File: config.mk
export PLATFORM = sky130hd
export DESIGN_NAME = jericalla_issue
export DESIGN_NICKNAME = d
export VERILOG_FILES = /design/src/rtl/jericalla_pkg.sv /design/src/rtl/jericalla_issue_fifo.sv /design/src/rtl/jericalla_issue.sv
export SDC_FILE = /design/constraint.sdc
export NUM_CORES = 1
export LEC_CHECK = 0
export CAP_MARGIN = 20
export CORE_ASPECT_RATIO = 0.7
export CORE_MARGIN = 3
export CORE_UTILIZATION = 35
export CTS_CLUSTER_DIAMETER = 120
export DETAILED_ROUTE_END_ITERATION = 10
export GPL_TIMING_DRIVEN = 0
export HOLD_SLACK_MARGIN = 0.1
export SYNTH_ARGS = -nofsm -noshare
export SYNTH_HDL_FRONTEND = slang
export SYNTH_HIERARCHICAL = 1
export SYNTH_SLANG_ARGS = --single-unit
File: constraint.sdc
create_clock -name clk_jericalla -period 2.95 [get_ports clk_jericalla]
set_clock_uncertainty 0.2 [all_clocks]
set_input_delay 0.295 -clock clk_jericalla [delete_from_list [all_inputs] [get_ports clk_jericalla]]
set_output_delay 0.295 -clock clk_jericalla [all_outputs]
set_load 0.005 [all_outputs]
File: src/rtl/jericalla_pkg.sv
// Shared constants, instruction field slices and shadow-slot type for the jericalla issue stage.
package jericalla_pkg;

    localparam int INSTR_W = 18;
    localparam int REG_AW  = 5;
    localparam int OP_W    = 3;
    localparam int OP_MSB  = 17;
    localparam int OP_LSB  = 15;
    localparam int WA_MSB  = 14;
    localparam int WA_LSB  = 10;
    localparam int RA1_MSB = 9;
    localparam int RA1_LSB = 5;
    localparam int RA2_MSB = 4;
    localparam int RA2_LSB = 0;

    localparam logic [INSTR_W-1:0] NOP_ENC = 18'h00000;

    typedef struct packed {
        logic              wb;
        logic [REG_AW-1:0] wa;
    } shadow_t;

    // True when the opcode's bit is set in the write-back mask.
    function automatic logic writes_back(input logic [7:0] mask, input logic [OP_W-1:0] op);
        return mask[op];
    endfunction

endpackage

File: src/rtl/jericalla_issue_fifo.sv
// Generic synchronous FIFO; pointers carry an extra wrap bit so full and empty differ only in the MSB.
module jericalla_issue_fifo #(
    parameter int WIDTH = 18,
    parameter int DEPTH = 4
) (
    input  logic             clk,
    input  logic             rst_n,
    input  logic             push,
    input  logic             pop,
    input  logic [WIDTH-1:0] din,
    output logic [WIDTH-1:0] head,
    output logic             full,
    output logic             empty
);

    localparam int AW = $clog2(DEPTH);

    logic [WIDTH-1:0] mem_q [DEPTH];
    logic [AW:0]      wr_ptr_q, wr_ptr_d;
    logic [AW:0]      rd_ptr_q, rd_ptr_d;
    logic             push_ok_s;
    logic             pop_ok_s;

    assign full  = (wr_ptr_q[AW] != rd_ptr_q[AW]) && (wr_ptr_q[AW-1:0] == rd_ptr_q[AW-1:0]);
    assign empty = (wr_ptr_q == rd_ptr_q);
    assign head  = mem_q[rd_ptr_q[AW-1:0]];

    // Qualify requests against the current state; a full FIFO refuses pushes even alongside a pop.
    always_comb begin
        push_ok_s = push && !full;
        pop_ok_s  = pop && !empty;
        wr_ptr_d  = push_ok_s ? (wr_ptr_q + {{AW{1'b0}}, 1'b1}) : wr_ptr_q;
        rd_ptr_d  = pop_ok_s  ? (rd_ptr_q + {{AW{1'b0}}, 1'b1}) : rd_ptr_q;
    end

    // Pointer registers.
    always_ff @(posedge clk or negedge rst_n) begin
        if (!rst_n) begin
            wr_ptr_q <= '0;
            rd_ptr_q <= '0;
        end else begin
            wr_ptr_q <= wr_ptr_d;
            rd_ptr_q <= rd_ptr_d;
        end
    end

    // Storage array; contents are meaningless once the pointers are reset.
    always_ff @(posedge clk) begin
        if (push_ok_s) begin
            mem_q[wr_ptr_q[AW-1:0]] <= din;
        end
    end

endmodule

File: src/rtl/jericalla_issue.sv
// Issue stage: FIFO-buffered instruction source with RAW-hazard bubble insertion.
// Optional statistics counters are built when JERICALLA_ISSUE_STATS_EN is defined.
module jericalla_issue
    import jericalla_pkg::*;
#(
    parameter int                 DEPTH        = 4,
    parameter int                 HAZARD_DEPTH = 2,
    parameter logic [7:0]         WB_OP_MASK   = 8'b1111_1110,
    parameter logic [INSTR_W-1:0] NOP_INSTR    = NOP_ENC
) (
    input  logic               clk_jericalla,
    input  logic               rst_n_jericalla,
    input  logic               in_valid,
    input  logic [INSTR_W-1:0] in_instr,
    output logic               in_ready,
    input  logic               halt,
    output logic [INSTR_W-1:0] instruccion,
    output logic               issue_valid,
    output logic               fifo_empty
`ifdef JERICALLA_ISSUE_STATS_EN
    ,
    output logic [31:0]        stat_issued,
    output logic [31:0]        stat_bubbles
`endif
);

    logic [INSTR_W-1:0] head_s;
    logic               fifo_full_s;
    logic               fifo_empty_s;
    logic               hazard_s;
    logic               issue_ok_s;
    logic [INSTR_W-1:0] instr_q, instr_d;
    logic               valid_q, valid_d;
    shadow_t            sh_q [2];
    shadow_t            sh_d [2];

    jericalla_issue_fifo #(
        .WIDTH (INSTR_W),
        .DEPTH (DEPTH)
    ) u_fifo (
        .clk   (clk_jericalla),
        .rst_n (rst_n_jericalla),
        .push  (in_valid),
        .pop   (issue_ok_s),
        .din   (in_instr),
        .head  (head_s),
        .full  (fifo_full_s),
        .empty (fifo_empty_s)
    );

    assign in_ready    = rst_n_jericalla && !fifo_full_s;
    assign fifo_empty  = fifo_empty_s;
    assign instruccion = instr_q;
    assign issue_valid = valid_q;

    // Hazard check of the FIFO head against in-flight writers, then the issue decision.
    always_comb begin
        hazard_s = 1'b0;
        for (int k = 0; k < 2; k++) begin
            if ((k < HAZARD_DEPTH) && sh_q[k].wb &&
                ((sh_q[k].wa == head_s[RA1_MSB:RA1_LSB]) ||
                 (sh_q[k].wa == head_s[RA2_MSB:RA2_LSB]))) begin
                hazard_s = 1'b1;
            end else begin
                hazard_s = hazard_s;
            end
        end
        issue_ok_s = !halt && !fifo_empty_s && !hazard_s;
        if (issue_ok_s) begin
            instr_d = head_s;
            valid_d = 1'b1;
        end else begin
            instr_d = NOP_INSTR;
            valid_d = 1'b0;
        end
        // Bubbles enter the shadow chain with wb cleared so stalls drain on their own.
        sh_d[0].wb = writes_back(WB_OP_MASK, instr_d[OP_MSB:OP_LSB]) && valid_d;
        sh_d[0].wa = instr_d[WA_MSB:WA_LSB];
        sh_d[1]    = sh_q[0];
    end

    // Issue register and shadow chain.
    always_ff @(posedge clk_jericalla or negedge rst_n_jericalla) begin
        if (!rst_n_jericalla) begin
            instr_q <= NOP_INSTR;
            valid_q <= 1'b0;
            sh_q[0] <= '0;
            sh_q[1] <= '0;
        end else begin
            instr_q <= instr_d;
            valid_q <= valid_d;
            sh_q[0] <= sh_d[0];
            sh_q[1] <= sh_d[1];
        end
    end

`ifdef JERICALLA_ISSUE_STATS_EN
    logic [31:0] stat_issued_q, stat_issued_d;
    logic [31:0] stat_bubbles_q, stat_bubbles_d;

    assign stat_issued  = stat_issued_q;
    assign stat_bubbles = stat_bubbles_q;

    // Bubbles are counted only when a hazard alone blocked a ready head.
    always_comb begin
        stat_issued_d  = stat_issued_q + (issue_ok_s ? 32'd1 : 32'd0);
        stat_bubbles_d = stat_bubbles_q +
                         ((!halt && !fifo_empty_s && hazard_s) ? 32'd1 : 32'd0);
    end

    // Statistics counters, wrapping modulo 2^32.
    always_ff @(posedge clk_jericalla or negedge rst_n_jericalla) begin
        if (!rst_n_jericalla) begin
            stat_issued_q  <= 32'd0;
            stat_bubbles_q <= 32'd0;
        end else begin
            stat_issued_q  <= stat_issued_d;
            stat_bubbles_q <= stat_bubbles_d;
        end
    end
`endif

endmodule
## Yosys cells after proc, flatten, opt, wreduce, memory -nomap -nowiden

Memories as Yosys holds them, arrays and structs flattened.
Cells that the tools add are included.

| storage, ports and cells | value |
|---|---|
| flip-flop bits (word level) | 37 |
| bits of input ports | 22 |
| RAM bits | 72 |
| ROM bits | 8 |
| word-level logic and storage cells | 42 |
| memories kept | 2 |
| output and inout port bits | 21 |

| operators by class | value |
|---|---|
| reduce and logical (&&, ||, !) cells | 15 |
| mux-type cells | 7 |
| order comparisons | 1 |
| equal/unequal tests | 7 |
| add/sub/neg operators | 2 |

Memory list:

| name | depth | bits a word | rd ports | clocked after Yosys merged registers in | write ports | RTL line | text |
|---|---|---|---|---|---|---|---|
| u_fifo.mem_q | 4 | 18 | 1 | 0 | 1 | jericalla_issue_fifo.sv:18 | `logic [WIDTH-1:0] mem_q [DEPTH];` |
| (no name shown) | 8 | 1 | 1 | 0 | 0 | jericalla_pkg.sv:25 | `return mask[op];` |

Operators by type and width:

| cell | count |
|---|---|
| == test 5 bit | 4 |
| two-way mux 18 bit | 1 |
| logical AND 1 bit | 9 |
| adder 3 x 1 -> 3 bit (second input constant) | 2 |
| two-way mux 1 bit | 6 |
| logical NOT 1 bit | 4 |
| < comparator 3 x 4 -> 1 bit (second input constant) | 1 |
| == test 3 bit | 1 |
| == test 2 bit | 1 |
| logical OR 1 bit | 2 |
| != test 1 bit | 1 |

## Depth between registers and ports, before layout

Gate-level depths: netlist of run 1.
An unclocked memory read counts as a cell.

| depth | value |
|---|---|
| depth after elaboration | 12 |
| depth in mapped cells | 11 |
| gate-level depth less buffers | 8 |

## By module

Netlist of run 1, hierarchy kept.

Modules (own cells, without submodules):

| module | sequential area each (µm²) | area each (µm²) | cells each | instances |
|---|---|---|---|---|
| jericalla_issue_fifo | 2,312.2 | 3,119.2 | 143 | 1 |
| jericalla_issue | 650.6 | 1,277.5 | 107 | 1 |

## Least setup slack after synthesis of run 1

OpenSTA, ideal clock, no wires.

| path | value |
|---|---|
| kind | flip-flop to flip-flop |
| start point | register u_fifo.rd_ptr_q[0] |
| end point | register u_fifo.rd_ptr_q[1] |
| cell stages (with the launch flop) | 11 |
| arrival time | 2,339 ps |
| clock period less this slack | 2,626 ps |
| slack | 324 ps |
| cells stage by stage | dfrtp_1 -> buf_4 -> mux4_2 -> xnor2_1 -> nand4_1 -> o22ai_2 -> buf_6 -> nor4_4 -> nand2b_1 -> o31ai_1 -> a211oi_2 |

| on the way | value |
|---|---|
| word-level cells in the longest chain between the ends | 9 |
| elaborated cells between the ends (all ways) | 18 |

Ends and longest elaborated chain:

| element | RTL line | text |
|---|---|---|
| from (decl) | jericalla_issue_fifo.sv:20 | `logic [AW:0] rd_ptr_q, rd_ptr_d;` |
| from (signal assigned) | jericalla_issue_fifo.sv:43 | `rd_ptr_q <= rd_ptr_d;` |
| memory (4 x 18 bit) * | n/a |  |
| named net head_s[8] | jericalla_issue.sv:27 | `logic [INSTR_W-1:0] head_s;` |
| == test 5 bit | jericalla_issue.sv:61 | `((sh_q[k].wa == head_s[RA1_MSB:RA1_LSB]) \|\|` |
| logical OR 1 bit | jericalla_issue.sv:61 |  |
| logical AND 1 bit | jericalla_issue.sv:60 | `if ((k < HAZARD_DEPTH) && sh_q[k].wb &&` |
| two-way mux 1 bit | jericalla_issue.sv:60 |  |
| two-way mux 1 bit * | jericalla_issue.sv:60 |  |
| logical NOT 1 bit * | jericalla_issue.sv:68 | `issue_ok_s = !halt && !fifo_empty_s && !hazard_s;` |
| logical AND 1 bit * | jericalla_issue.sv:68 |  |
| named net issue_ok_s | jericalla_issue.sv:31 | `logic issue_ok_s;` |
| logical AND 1 bit * | jericalla_issue_fifo.sv:31 | `pop_ok_s = pop && !empty;` |

The timed path passes the listed nets; every way through them passes the cells marked *.
A chain may end at the register's enable or synchronous reset.

## Worst setup path after layout of run 1

| path | value |
|---|---|
| start point | register u_fifo.rd_ptr_q[0] |
| end point | output port fifo_empty |

| on the way | value |
|---|---|
| word-level cells in the longest chain between the ends | 1 |

Ends and longest elaborated chain:

| element | RTL line | text |
|---|---|---|
| == test 3 bit | jericalla_issue_fifo.sv:25 | `assign empty = (wr_ptr_q == rd_ptr_q);` |
| to (decl) | jericalla_issue.sv:19 | `output logic fifo_empty` |

No other way between the ends.

==> flow_summary_export.csv, run 1 <==
group,metric,value,unit
drt,dr_total_vias,2198,
clock_tree,cts_root_buf,"clkbuf_16",
place,io_buffers,42,
global_routing,first_global_vias,2286,
finish,syn2layout_area_growth,22.0,%
drt,drt_iter0_drc,68,
yosys,syn_nets,277,
clock_tree,ctsHtreeMaxLevel,3,
worst_setup_path,crit_chain,"buf_12 -> xor2_4 -> nor3_1 -> clkdlybuf4s50_1",
timing,hold_slack,236,ps
worst_setup_path,reg2reg_to,"u_fifo/rd_ptr_q[2]",
finish,diodes,0,
timing,finalWorstSetupSlack,160,ps
worst_setup_path,max_stage_delay,620,ps
worst_setup_path,rr_startpoint,"u_fifo/rd_ptr_q[0]",
worst_setup_path,crit_arrival,2300,ps
worst_setup_path,path_buf_inv,2,
place,dp_hpwl,5.79,mm
yosys,synth-seq-cells,104,
worst_setup_path,crit_fanout,10,
floorplan,die_w,140,microns
yosys,avgSynthCellArea,17.6,sq um
finish,instances_no_fill,467,
worst_setup_path,startpoint,"u_fifo/rd_ptr_q[0]",
min_path,hp-class,"reg -> reg",
min_path,min_path_cells,0,
timing,post-route-period-util,0.946,
finish,drive_above_1_share,0.271,
worst_setup_path,worstPathRequired,2460,ps
yosys,ys_types,31,
clock_tree,cts.sink_count,104,
pwr,total_leakage_power,1.95,nW
worst_setup_path,critPathKind,"reg -> out",
global_routing,grt_overflow,0,
timing,final-max-slew-violation-count,0,
timing,timing.fmax,0.358,GHz
drt,routedWlPerCell,18.4,microns
flow_run,drv_cap,0,
timing,rsz0062_at_grt,"false",
pwr,power.density,1040,mW/mm^2
drt,first_pass_iters,4,
floorplan,core_area,0.0120,sq mm
worst_setup_path,path_delay_family,"buffers and inverters",
yosys,seq_area_frac_synth,0.674,
place,place_worst_setup_slack,-151,ps
floorplan,rows,33,
floorplan,initial_utilization,0.367,
place,dp.cells,449,
global_routing,grt_max_degree,34,
worst_setup_path,reg2reg_depth,9,
floorplan,ioPinCount,43,
worst_setup_path,critPathCapture,"fifo_empty",
timing,hold_viol_final,0,
global_routing,antenna_found_initial,0,
timing,setup_viol,0,
pwr,p_total,5.56,mW
finish,fin_nets,332,
clock_tree,clock_path_buffers,2,
pwr,vdd_ir_drop_max,0.516,mV
yosys,synth_area,0.00440,sq mm
yosys,yosys_warnings,6,
floorplan,die-area,0.0140,sq mm
timing,timing.slew.headroom,0.266,
worst_setup_path,crit_cells,4,
timing,post-route-min-period,2790,ps
drt,wl,8.58,mm
place,gp_congestion,0.773,
timing,tightest_slew,1100,ps
global_routing,grt_use_total,0.131,
worst_setup_path,start_kind,"flop",
global_routing,grt_pass1_wl,13.6,mm
worst_setup_path,critPathSlowestCell,"clkdlybuf4s50_1",
worst_setup_path,end_kind,"output port",
drt,drc_errors,0,
status,status,"completed",
worst_setup_path,reg2reg_slack,180,ps
clock_tree,cts_buffers,9,
clock_tree,cts_tree,"built",
floorplan,die_h,99.8,microns
drt,avgViaCountPerCell,4.71,
drt,postRouteAntennaNets,0,
yosys,netlist_instances,250,
clock_tree,clkTransAtPathRegs,70,ps
clock_tree,clk_latency,350,ps
-- flip-flops by register name, indices dropped and copies added (netlist names) --
signal and flops:
sh_d 5, u_fifo/mem_q 72, sh_q 6, instruccion 14
u_fifo/rd_ptr_q 3, issue_valid 1, u_fifo/wr_ptr_q 3
-- synth_stat cells --
| master | count | area, sq um |
|---|---|---|
| a31oi_4 | 1 | 21.3 |
| clkbuf_1 | 1 | 3.75 |
| nor2_2 | 1 | 6.26 |
| xnor2_2 | 1 | 16.3 |
| nor3_1 | 2 | 10.0 |
| nand2b_1 | 2 | 12.5 |
| edfxtp_1 | 72 | 2160 |
| a211oi_2 | 2 | 25.0 |
| buf_6 | 5 | 56.3 |
| buf_2 | 3 | 15.0 |
| a21oi_1 | 4 | 20.0 |
| o31ai_1 | 5 | 37.5 |
| xnor2_1 | 24 | 210 |
| nand3_2 | 1 | 10.0 |
| mux4_2 | 18 | 405 |
| o22ai_2 | 2 | 25.0 |
| nor2b_1 | 1 | 6.26 |
| a21boi_1 | 1 | 7.51 |
| and3_1 | 3 | 18.8 |
| nor3_2 | 19 | 190 |
| inv_1 | 4 | 15.0 |
| xor2_2 | 1 | 16.3 |
| xor2_4 | 1 | 27.5 |
| dfrtp_1 | 32 | 801 |
| nand2_1 | 25 | 93.8 |
| o31ai_2 | 1 | 12.5 |
| nand4_1 | 4 | 25.0 |
| xor2_1 | 2 | 17.5 |
| ha_1 | 5 | 62.6 |
| nor4_4 | 1 | 21.3 |
| buf_4 | 6 | 45.0 |
-- final cells by class --
class / count / area [sq um]
Sequential cell: 104 / 2960
Clock inverter: 7 / 76.3
Clock buffer: 9 / 225
Tap cell: 157 / 196
Timing Repair Buffer: 44 / 433
Buffer: 15 / 146
Fill cell: 1067 / 6610
Multi-Input combinational cell: 127 / 1310
Inverter: 4 / 15.0
-- how the worst min path moves through the flow --
stage | from | end | slack, ps
floorplan | rst_n_jericalla | instruccion[0] | -200
global placement | sh_d[5] | sh_q[5] | 220
detailed placement | sh_d[5] | sh_q[5] | 210
CTS | sh_d[5] | sh_q[5] | 230
global route | sh_d[5] | sh_q[5] | 270
finish | sh_d[5] | sh_q[5] | 240
-- logic make-up (layout without fill, tap and decap cells) --
group,after synthesis,after routing,synth area share
compound gates,16,16,0.0339
fa+ha+maj,5,5,0.0142
xor+xnor,29,29,0.0655
mux,18,18,0.0922
flops,104,104,0.674
buf+inv,19,79,0.0307
simple gates,59,59,0.0896
-- cells in the final DEF, fill, tap and decap left out, drive strengths merged, types with 3 or more instances in the layout --
cell type,n
a21oi,4
and3,3
buf,17
clkbuf,9
clkdlybuf4s50,41
dfrtp,32
edfxtp,72
ha,5
inv,7
mux4,18
nand2,25
nand4,4
nor3,21
o31ai,6
xnor2,25
xor2,4
-- routing by layer --
metal / part of all wire / up-vias / GRT usage
met2: 0.42 / 54 / 0.174
met4: 0.0079 / 0 / 0.0246
met3: 0.052 / 7 / 0.0486
met1: 0.52 / 1095 / 0.205
li1: - / 1042 / -
met5: 0 / - / 0
-- metrics by stage --
| stage | instance area [sq um] | setup TNS [ps] | util |
|---|---|---|---|
| after floorplan | 4400 | 0 | - |
| after detailed placement | 5010 | -338 | 0.418 |
| final | 5360 | 0 | 0.448 |
| after global routing | 5360 | 0 | 0.448 |
| after global placement | 5010 | -300 | 0.419 |
| after CTS | 5320 | 0 | 0.444 |
-- where the power goes --
group	internal (mW)	switching [mW]
sequential	1.97	0.209
combinational	1.06	1.12
clock	0.667	0.537
-- repair_timing --
action / in CTS / in global routing
pin swaps: 0 / 1
hold buffers: 1 / 0
endpoints found under the setup margin: 3 / 4
gates resized for setup: 1 / 12
endpoints found under the hold margin: 32 / 0
buffers inserted: 0 / 1
(Power assumes the default switching activity.)
==> inputs of run 2 (changes only) <==
ABC_CLOCK_PERIOD_IN_PS = 2950   (was unset)
GPL_TIMING_DRIVEN = unset   (was 0)
==> flow_summary_export.csv, run 2 (same netlist as run 1, synthesis figures left out) <==
group,metric,value,unit
status,status,"completed",
clock_tree,cts_buffers,9,
timing,setup_viol,0,
global_routing,grt_use_total,0.132,
timing,tns,0,ps
floorplan,die_w,140,microns
worst_setup_path,critPathKind,"reg -> reg",
pwr,vdd_ir_drop_max,0.464,mV
floorplan,ioPinCount,43,
timing,finalWorstSetupSlack,299,ps
global_routing,grt_max_degree,33,
floorplan,core_area,0.0120,sq mm
worst_setup_path,start_kind,"flop",
drt,drt_iter0_drc,148,
clock_tree,cts_root_buf,"clkbuf_16",
floorplan,rows,33,
worst_setup_path,critPathSlowestCell,"mux4_2",
clock_tree,cts_resized,0,
pwr,total_leakage_power,1.92,nW
timing,hold_slack,216,ps
global_routing,grt_pass1_wl,13.9,mm
place,dp_hpwl,5.89,mm
worst_setup_path,crit_chain,"buf_4 -> mux4_2 -> xnor2_1 -> nand4_1 -> o22ai_2 -> nor4_4 -> nand2_1 -> o31ai_2",
drt,first_pass_iters,4,
timing,rsz0062_at_grt,"false",
timing,post-route-min-period,2650,ps
worst_setup_path,crit_arrival,2690,ps
place,place_worst_setup_slack,316,ps
drt,dr_total_vias,2272,
clock_tree,ctsHtreeMaxLevel,3,
clock_tree,clkTransAtPathRegs,70,ps
worst_setup_path,worstPathRequired,2990,ps
global_routing,grt_overflow,0,
clock_tree,post_cts_buffers,0,
finish,final_common_cell,"edfxtp_1",
pwr,power.switching,1.90,mW
worst_setup_path,path_buf_inv,1,
pwr,pwr-share-clk,0.207,
drt,avgViaCountPerCell,4.90,
pwr,power.density,1040,mW/mm^2
drt,routedWlPerCell,18.8,microns
pwr,pwr-share-seq,0.393,
drt,drc_errors,0,
timing,timing.slew.headroom,0.270,
clock_tree,clock_path_buffers,2,
timing,final-max-slew-violation-count,0,
finish,largest_reg_flops,72,
pwr,internal-power,3.59,mW
drt,postRouteAntennaNets,0,
clock_tree,cts.sink_count,104,
finish,drive_above_1_share,0.257,
finish,fin_nets,329,
clock_tree,cts.hold.buffers_added,1,
worst_setup_path,max_stage_delay,620,ps
timing,post-route-period-util,0.899,
worst_setup_path,path_delay_family,"multiplexers",
timing,tightest_slew,1100,ps
global_routing,first_global_vias,2349,
clock_tree,clk_latency,340,ps
flow_run,drv_cap,0,
finish,layout.cells.most_common_list,"edfxtp_1 (72), clkdlybuf4s50_1 (41), dfrtp_1 (32), nand2_1 (25), xnor2_1 (24)",
timing,hold_viol_final,0,
finish,nFillCells,1067,
global_routing,antenna_found_initial,0,
floorplan,die-area,0.0140,sq mm
place,io_buffers,42,
clock_tree,cts_tree,"built",
floorplan,die_h,99.8,microns
timing,timing.fmax,0.377,GHz
finish,syn2layout_area_growth,20.6,%
worst_setup_path,crit_fanout,7,
pwr,switching_share,0.347,
place,gp_congestion,0.786,
min_path,hp-class,"reg -> reg",
pwr,comb_power_share,0.400,
worst_setup_path,end_kind,"flop",
drt,wl,8.74,mm
floorplan,initial_utilization,0.367,
finish,diodes,0,
[run 2: changes by cell type in the layout (fill, tap and decap cells not counted), sizes merged]
cell,before,now
inv,7,6
clkinv,2,5
buf,17,14
bufinv,1,0
clkinvlp,1,0
[run 2: cell type report]
class	count	area [sq um]	area share
Clock buffer	9	225	0.0425
Clock inverter	7	65.1	0.0123
Inverter	4	15.0	0.00283
Multi-Input combinational cell	127	1300	0.245
Sequential cell	104	2960	0.559
Tap cell	157	196	0.0371
Timing Repair Buffer	56	538	0.101
[run 2: final timing paths]
check	slack [ps]	cells after the start	from	end
min	220	0	sh_d[5]	sh_q[5]
min reg2reg	220	0	sh_d[5]	sh_q[5]
min in group asynchronous	330	3	rst_n_jericalla	instruccion[17]
max reg2reg	300	8	u_fifo/rd_ptr_q[0]	u_fifo/rd_ptr_q[2]
max	300	8	u_fifo/rd_ptr_q[0]	u_fifo/rd_ptr_q[2]
max in group asynchronous	1910	3	rst_n_jericalla	sh_q[0]
[run 2: per-stage QoR]
stage	cell area (sq um)	power (mW)	cells	util
floorplan	4400	3.67	250	-
global placement	4970	4.35	445	0.415
detailed placement	4970	4.37	445	0.415
CTS	5270	5.52	462	0.440
global route	5300	5.82	464	0.443
finish	5300	5.49	464	0.443
[run 2: per-layer routing]
layer,vias up,part of all wire,track usage
li1,1033,-,-
met1,1166,0.54,0.217
met2,68,0.41,0.172
met3,5,0.050,0.0333
met4,0,0.0048,0.0335
met5,-,0,0
[run 2: power by group through the flow]
stage               registers, mW  logic [mW]  clock network (mW)
global placement             2.19        2.16                   0
floorplan                    2.15        1.52                   0
global route                 2.20        2.39                1.23
CTS                          2.17        2.18                1.17
detailed placement           2.20        2.17                   0
finish                       2.16        2.20                1.14
==> inputs of run 3 (changes only) <==
REMOVE_ABC_BUFFERS = 1   (was unset)
SLEW_MARGIN = 40   (was unset)
==> flow_summary_export.csv, run 3 (same netlist as run 1, synthesis figures left out) <==
group,metric,value,unit
status,status,"completed",
pwr,power.density,1020,mW/mm^2
timing,rsz0062_at_grt,"false",
timing,timing.fmax,0.356,GHz
worst_setup_path,reg2reg_to,"u_fifo/rd_ptr_q[2]",
pwr,vdd_ir_drop_max,0.431,mV
worst_setup_path,rr_startpoint,"u_fifo/rd_ptr_q[0]",
clock_tree,clkTransAtPathRegs,70,ps
drt,wl,8.63,mm
global_routing,grt_overflow,0,
worst_setup_path,crit_arrival,2320,ps
timing,hold_viol_final,0,
clock_tree,clk_latency,340,ps
finish,largest_reg_flops,72,
clock_tree,cts_root_buf,"clkbuf_16",
worst_setup_path,end_kind,"output port",
worst_setup_path,critPathSlowestCell,"clkdlybuf4s50_1",
clock_tree,ctsHtreeMaxLevel,3,
place,io_buffers,42,
timing,post-route-min-period,2810,ps
drt,drc_errors,0,
finish,layout.cells.most_common_list,"edfxtp_1 (72), clkdlybuf4s50_1 (42), dfrtp_1 (32), nand2_1 (25), xnor2_1 (24)",
timing,tns,0,ps
worst_setup_path,critPathKind,"reg -> out",
global_routing,first_global_vias,2393,
global_routing,grt_pass1_wl,13.9,mm
finish,final_util,0.440,
global_routing,grt.met3_usage,0.0433,
drt,routedWlPerCell,18.6,microns
floorplan,core_area,0.0120,sq mm
worst_setup_path,path_delay_family,"buffers and inverters",
worst_setup_path,crit_cells,4,
global_routing,grt_max_degree,33,
min_path,hp-class,"in -> async",
global_routing,use_met1,0.193,
worst_setup_path,start_kind,"flop",
flow_run,drv_cap,0,
floorplan,ioPinCount,43,
global_routing,met2_usage,0.199,
timing,post-route-period-util,0.953,
floorplan,die_h,99.8,microns
clock_tree,cts.sink_count,104,
finish,final_common_cell,"edfxtp_1",
worst_setup_path,reg2reg_slack,400,ps
worst_setup_path,reg2reg_depth,8,
pwr,total_leakage_power,1.90,nW
worst_setup_path,crit_fanout,7,
worst_setup_path,path_buf_inv,2,
floorplan,die_w,140,microns
pwr,p_total,5.38,mW
drt,drt_iter0_drc,132,
timing,final-max-slew-violation-count,0,
place,dp_hpwl,5.80,mm
finish,syn2layout_area_growth,19.9,%
timing,timing.slew.headroom,0.579,
clock_tree,cts.hold.buffers_added,0,
floorplan,rows,33,
drt,dr_total_vias,2258,
global_routing,antenna_found_initial,0,
worst_setup_path,worstPathRequired,2460,ps
floorplan,initial_utilization,0.367,
drt,avgViaCountPerCell,4.88,
finish,diodes,0,
worst_setup_path,max_stage_delay,630,ps
place,gp_congestion,0.867,
clock_tree,cts_buffers,9,
clock_tree,cts_resized,0,
drt,postRouteAntennaNets,0,
floorplan,die-area,0.0140,sq mm
timing,setup_viol,0,
finish,drive_above_1_share,0.261,
drt,first_pass_iters,4,
clock_tree,clock_path_buffers,2,
worst_setup_path,crit_chain,"buf_4 -> xor2_4 -> nor3_1 -> clkdlybuf4s50_1",
clock_tree,cts_tree,"built",
clock_tree,post_cts_buffers,0,
timing,tightest_slew,626,ps
finish,fin_nets,328,
global_routing,top_usage_layer,"met2",
global_routing,grt_use_total,0.134,
-- run 3: report_power, final --
part	switching [mW]	internal [mW]
Sequential	0.206	1.96
Combinational	1.11	1.02
Clock	0.514	0.575
-- run 3: worst reg2reg max path, stage by stage, from the launching register on --
cell and delay, ps:
dfrtp_1 350, buf_4 230, mux4_2 590, xnor2_1 150
nand4_1 120, o22ai_2 130, nor4_4 320, nand2_1 140
o31ai_2 240
-- run 3: layer usage --
layer	vias to the layer above	wire [microns]
met5	-	0
met1	1165	4310
met3	3	414
met4	0	38
li1	1040	-
met2	50	3860
-- run 3: worst max-delay path by stage --
stage	from	end	slack, ps
floorplan	u_fifo/rd_ptr_q[0]	u_fifo/rd_ptr_q[1]	-760
global placement	u_fifo/wr_ptr_q[2]	instruccion[3]	400
detailed placement	u_fifo/rd_ptr_q[0]	u_fifo/rd_ptr_q[2]	390
CTS	u_fifo/rd_ptr_q[0]	fifo_empty	90
global route	u_fifo/rd_ptr_q[0]	fifo_empty	20
finish	u_fifo/rd_ptr_q[0]	fifo_empty	140
-- run 3: layout make-up --
cell class                 count  area [sq um]
clock inverter                 6          42.5
sequential                   104          2960
multi-input combinational    127          1310
timing repair buffer          55           518
clock buffer                  10           229
tap                          157           196
fill                        1073          6700
inverter                       4          15.0
-- run 3: per-stage QoR --
stage / hold WS [ps] / instance area, sq um / instances / setup WS [ps]
floorplan: -201 / 4280 / 235 / -760
global placement: 245 / 4990 / 447 / 398
detailed placement: 236 / 5000 / 447 / 392
CTS: 258 / 5270 / 463 / 91.9
global route: 270 / 5270 / 463 / 17.5
finish: 235 / 5270 / 463 / 138
